==> config.mk <==
export PLATFORM = sky130hd
export DESIGN_NAME = fpu_fma_operand_collector
export DESIGN_NICKNAME = d
export VERILOG_FILES = /design/src/rtl/pkg_opengpu.sv /design/src/rtl/fpu_fma_operand_collector.sv
export SDC_FILE = /design/constraint.sdc
export NUM_CORES = 1
export LEC_CHECK = 0
export CORE_MARGIN = 5
export CORE_UTILIZATION = 42
export CTS_BUF_LIST = sky130_fd_sc_hd__clkbuf_8
export DETAILED_ROUTE_END_ITERATION = 6
export GPL_TIMING_DRIVEN = 0
export PLACE_DENSITY = 0.78
export SLEW_MARGIN = 15
export SYNTH_ARGS = -nofsm -noshare
export SYNTH_HDL_FRONTEND = slang
export SYNTH_SLANG_ARGS = --single-unit
==> constraint.sdc <==
create_clock -name clk -period 2.1 [get_ports clk]
set_input_delay 0.525 -clock clk [delete_from_list [all_inputs] [get_ports clk]]
set_output_delay 0.525 -clock clk [all_outputs]
set_load 0.01 [all_outputs]
==> src/rtl/pkg_opengpu.sv <==
// Shared widths and types for the FP FMA operand collector.
package pkg_opengpu;

  localparam int unsigned DATA_WIDTH = 32;
  localparam int unsigned REG_ADDR_W = 5;

  typedef enum logic {
    FMA_OP_MADD = 1'b0,
    FMA_OP_MSUB = 1'b1
  } fma_op_e;

  typedef enum logic [2:0] {
    ST_IDLE  = 3'd0,
    ST_RD_A  = 3'd1,
    ST_RD_B  = 3'd2,
    ST_RD_C  = 3'd3,
    ST_CAP_C = 3'd4,
    ST_ISSUE = 3'd5
  } collector_state_e;

  // Latched request payload held for the whole collection/issue sequence.
  typedef struct packed {
    logic [REG_ADDR_W-1:0] rs1;
    logic [REG_ADDR_W-1:0] rs2;
    logic [REG_ADDR_W-1:0] rs3;
    logic [REG_ADDR_W-1:0] rd;
    fma_op_e               op;
  } fma_req_t;

endpackage

==> src/rtl/fpu_fma_operand_collector.sv <==
// Collects rs1/rs2/rs3 over one synchronous RF read port and issues them to the FMA unit.
module fpu_fma_operand_collector
  import pkg_opengpu::*;
(
  input  logic                  clk,
  input  logic                  rst_n,
  input  logic                  flush,
  input  logic                  req_valid,
  output logic                  req_ready,
  input  logic                  req_op,
  input  logic [REG_ADDR_W-1:0] req_rs1,
  input  logic [REG_ADDR_W-1:0] req_rs2,
  input  logic [REG_ADDR_W-1:0] req_rs3,
  input  logic [REG_ADDR_W-1:0] req_rd,
  output logic                  rf_rd_en,
  output logic [REG_ADDR_W-1:0] rf_rd_addr,
  input  logic [DATA_WIDTH-1:0] rf_rd_data,
  input  logic                  wb_valid,
  input  logic [REG_ADDR_W-1:0] wb_addr,
  input  logic [DATA_WIDTH-1:0] wb_data,
  output logic                  out_valid,
  input  logic                  out_ready,
  output logic [DATA_WIDTH-1:0] out_a,
  output logic [DATA_WIDTH-1:0] out_b,
  output logic [DATA_WIDTH-1:0] out_c,
  output logic                  out_negate_c,
  output logic [REG_ADDR_W-1:0] out_rd
);

  collector_state_e      state;
  collector_state_e      next_state;
  fma_req_t              req_q;
  logic [DATA_WIDTH-1:0] a_q;
  logic [DATA_WIDTH-1:0] b_q;
  logic [DATA_WIDTH-1:0] c_q;

  logic                  accept;
  logic                  cap_a;
  logic                  cap_b;
  logic                  cap_c;
  logic                  rd_en_d;
  logic [REG_ADDR_W-1:0] rd_addr_d;
  logic [REG_ADDR_W-1:0] cap_addr;
  logic [DATA_WIDTH-1:0] cap_data;

  // State register.
  always_ff @(posedge clk or negedge rst_n) begin
    if (!rst_n) begin
      state <= ST_IDLE;
    end else begin
      state <= next_state;
    end
  end

  // Next state, handshake, capture strobes and the next RF read request.
  always_comb begin
    next_state = state;
    req_ready  = 1'b0;
    cap_a      = 1'b0;
    cap_b      = 1'b0;
    cap_c      = 1'b0;
    rd_en_d    = 1'b0;
    rd_addr_d  = rf_rd_addr;

    if (flush) begin
      // Flush wins: no accept, no capture, pending read data is dropped.
      next_state = ST_IDLE;
    end else begin
      unique case (state)
        ST_IDLE: begin
          req_ready = 1'b1;
          if (req_valid) next_state = ST_RD_A;
        end
        ST_RD_A: begin
          next_state = ST_RD_B;
        end
        ST_RD_B: begin
          cap_a      = 1'b1;
          next_state = ST_RD_C;
        end
        ST_RD_C: begin
          cap_b      = 1'b1;
          next_state = ST_CAP_C;
        end
        ST_CAP_C: begin
          cap_c      = 1'b1;
          next_state = ST_ISSUE;
        end
        ST_ISSUE: begin
          req_ready = out_ready;
          if (out_ready) next_state = req_valid ? ST_RD_A : ST_IDLE;
        end
        default: begin
          next_state = ST_IDLE;
        end
      endcase
    end

    accept = req_valid && req_ready;

    // Read strobe/address are registered, so they are derived from the state being entered.
    unique case (next_state)
      ST_RD_A: begin
        rd_en_d   = 1'b1;
        rd_addr_d = req_rs1;
      end
      ST_RD_B: begin
        rd_en_d   = 1'b1;
        rd_addr_d = req_q.rs2;
      end
      ST_RD_C: begin
        rd_en_d   = 1'b1;
        rd_addr_d = req_q.rs3;
      end
      default: begin
        rd_en_d   = 1'b0;
        rd_addr_d = rf_rd_addr;
      end
    endcase
  end

  // Capture mux: a same-cycle writeback to the register being captured overrides RF data.
  always_comb begin
    cap_addr = req_q.rs3;
    if (cap_a) begin
      cap_addr = req_q.rs1;
    end else if (cap_b) begin
      cap_addr = req_q.rs2;
    end
    cap_data = (wb_valid && (wb_addr == cap_addr)) ? wb_data : rf_rd_data;
  end

  // Request latch, operand capture and registered RF/issue outputs.
  always_ff @(posedge clk or negedge rst_n) begin
    if (!rst_n) begin
      req_q      <= '0;
      a_q        <= '0;
      b_q        <= '0;
      c_q        <= '0;
      rf_rd_en   <= 1'b0;
      rf_rd_addr <= '0;
      out_valid  <= 1'b0;
    end else begin
      if (accept) begin
        req_q.rs1 <= req_rs1;
        req_q.rs2 <= req_rs2;
        req_q.rs3 <= req_rs3;
        req_q.rd  <= req_rd;
        req_q.op  <= fma_op_e'(req_op);
      end
      if (cap_a) a_q <= cap_data;
      if (cap_b) b_q <= cap_data;
      if (cap_c) c_q <= cap_data;
      rf_rd_en   <= rd_en_d;
      rf_rd_addr <= rd_addr_d;
      out_valid  <= (next_state == ST_ISSUE);
    end
  end

  // Issue payload comes straight from the captured registers.
  always_comb begin
    out_a        = a_q;
    out_b        = b_q;
    out_c        = c_q;
    out_rd       = req_q.rd;
    out_negate_c = (req_q.op == FMA_OP_MSUB);
  end

endmodule
==> results.ini <==
[status]
status=complete, but fails checks
violations=setup timing

[floorplanning]
die-area_um2=16400
die_x_um=128
ios=206
initial_core_util=0.424
core_um2=13800
die_h_um=128
rows=43

[global_routing]
grt_max_degree=89
antenna_found_initial=0
met1_usage=0.301
met2_usage=0.444
grt_pass1_vias=6048
grt_busiest_layer=met2
grt_use_total=0.254
grt_overflow=0
grt_first_pass_wirelength_um=32400
met3_usage=0.0708

[drt]
wl_per_cell_um=21.4
drcViolationCount=0
via_per_inst=5.92
num_vias=5921
drtPass1Iterations=5
wl_um=21400
drtIter0Drc=556
ant_nets=0

[timing]
finalHoldViolCount=0
max_freq_mhz=454
max_slew_margin=0.673
finalSetupViolCount=88
setup_ws_ps=-102
maxSlewViolCount=0
skew_ps=8.80
fin_crit_sh=1.05
period_needed_ps=2200
rsz0062_at_grt=true
max_slew.worst_pin.slew_ps=490
timing.hold.ws_ps=455

[critical_path]
cp.buffers_inverters=4
end_kind=register
cp.arrival_ps=2550
critPathTopFamily=compound AO/OA/AOI/OAI gates
path_cells=buf_6, mux2i_4, o22ai_2, buf_4, a2111oi_4, buf_6, buf_8, nand4_1, a31oi_2
cp_common_cell=buf_6
cp_max_fo=10
r2r_slack_ps=-100
crit_type=reg -> reg
critPathMaxStageDelay_ps=350
start_kind=register
crit_slowest_cell=dfrtp_1
cp_data_required_time_ps=2450

[final_layout]
multiInputGateArea_um2=2940
layout.nets=903
n_fill_cell=995
seq_area_um2=3180
final_common_cell=clkdlybuf4s50_1
mostFrequentLayoutCells=clkdlybuf4s50_1, dfrtp_1, nor2_1, a31oi_1, nand4_1
area_growth_pct=64.5
antenna_cells=0
drive_gt1_frac=0.234

[synth]
synth.distinct_cells=43
synth_nets=667
syn_inst=571
ys_async_sr_fraction=1.00
avgSynthCellArea_um2=10.2
syn_area_um2=5840
synth_ff_type=dfrtp_1
seq_area_frac_synth=0.544
ys.warnings.count=0
synth_edf_count=0
ys_seq_elements=127

[cts]
cts_buffers=17
cts_tree=yes
clock-sinks=127
htreeDepth=4
clockRootBuffer=clkbuf_8
clk_latency_ps=440
clk_path_buf_depth=2
clkSlewWorstSetupHoldPaths_ps=70

[placement]
routabilityCongestion=0.858
pre_cts_slack_ps=-1120
dp_hpwl_um=15700
port_buffers=204

[power_and_ir_drop]
fin_total_pwr_uw=12900
p_per_area_nw_per_um2=1340
p_leak_uw=0.00377
max-vdd-ir-drop_mv=0.728

[flow_run]
cap_violations=0

[worst_hold_path]
hp-class=in -> reg

==> final cells by class <==
| class | count | area share |
|---|---|---|
| clock inverter | 11 | 0.0217 |
| multi-input combinational | 381 | 0.306 |
| clock buffer | 21 | 0.0301 |
| timing repair buffer | 217 | 0.225 |
| inverter | 5 | 0.00234 |
| sequential | 127 | 0.331 |
| buffer | 58 | 0.0609 |
| tap | 180 | 0.0234 |
==> repair_timing <==
item / CTS / global route
setup endpoints to repair: 122 / 122
resized for setup: 55 / 55
endpoints found under the hold margin: 39 / 0
pin swaps: 39 / 22
gates cloned: 0 / 1
buffers inserted: 3 / 7
hold buffers: 1 / 0
==> Yosys cell counts, types with 2 or more instances <==
cell / n / area (um^2)
mux2i_1: 5 / 50.1
nand3_1: 3 / 15.0
o31ai_1: 32 / 240
a31oi_1: 99 / 619
inv_1: 4 / 15.0
dfrtp_1: 127 / 3180
nand2b_1: 2 / 12.5
nand4_1: 32 / 200
nor2b_1: 2 / 12.5
nor2_1: 103 / 387
o21a_1: 2 / 15.0
nor3_1: 2 / 10.0
o21ai_0: 24 / 120
nand2_1: 4 / 15.0
mux2_2: 26 / 293
xnor2_1: 2 / 17.5
xor2_1: 5 / 43.8
or4b_1: 2 / 20.0
o21ai_1: 15 / 75.1
a22oi_1: 4 / 30.0
buf_2: 16 / 80.1
clkbuf_1: 31 / 116
buf_6: 4 / 45.0
buf_4: 6 / 45.0
==> tightest hold or removal path, cell delays in order <==
cell	delay, ps
clkbuf_16	130
or3b_4	150
a21oi_2	50
==> kinds of logic after synthesis <==
logic type / share of synthesized area
XOR/XNOR: 0.0105
buffers and inverters: 0.0529
flip-flops: 0.544
AND/OR/NAND/NOR: 0.123
AO/OA/AOI/OAI: 0.210
multiplexers: 0.0587
==> report_power, final <==
group          internal, uW  total, uW  switching (uW)
Clock                  1660       2620             965
Combinational          3190       5930            2740
Sequential             3570       4330             758
Total                  8410      12900            4460
==> metrics by stage <==
stage          std cells  instance area, um^2  TNS (ps)  utilization
3_3_place_gp         955                 8660   -637890        0.629
5_1_grt             1000                 9610    -10360        0.698
2_1_floorplan        571                 6400     -2130            -
4_1_cts              992                 9370     -4500        0.681
3_5_place_dp         956                 8690   -113160        0.631
6_report            1000                 9610     -3860        0.698
==> final timing paths <==
check                                      endpoint                startpoint  depth (start not counted)
max                           out_c[11]$_DFFE_PN0P_        state[0]$_DFF_PN0_                          9
min                             out_valid$_DFF_PN0_                     flush                          3
max reg2reg                   out_c[11]$_DFFE_PN0P_        state[0]$_DFF_PN0_                          9
min reg2reg                out_negate_c$_DFFE_PN0P_  out_negate_c$_DFFE_PN0P_                          1
max in group asynchronous     out_rd[0]$_DFFE_PN0P_                     rst_n                          3
min in group asynchronous     out_b[10]$_DFFE_PN0N_                     rst_n                          2
==> state kept, by name, indices dropped and copies added, names as in the netlist <==
register	count
out_c	32
rf_rd_addr	5
out_a	32
rf_rd_en	1
out_negate_c	1
out_rd	5
req_q	15
out_valid	1
state	3
out_b	32
==> routing by layer <==
metal | vias to the layer above | part of all wire
met3 | 42 | 0.096
met4 | 0 | 0.024
met2 | 353 | 0.50
li1 | 2620 | -
met1 | 2906 | 0.38
met5 | - | 0
Power figures use the tool's default switching activity.
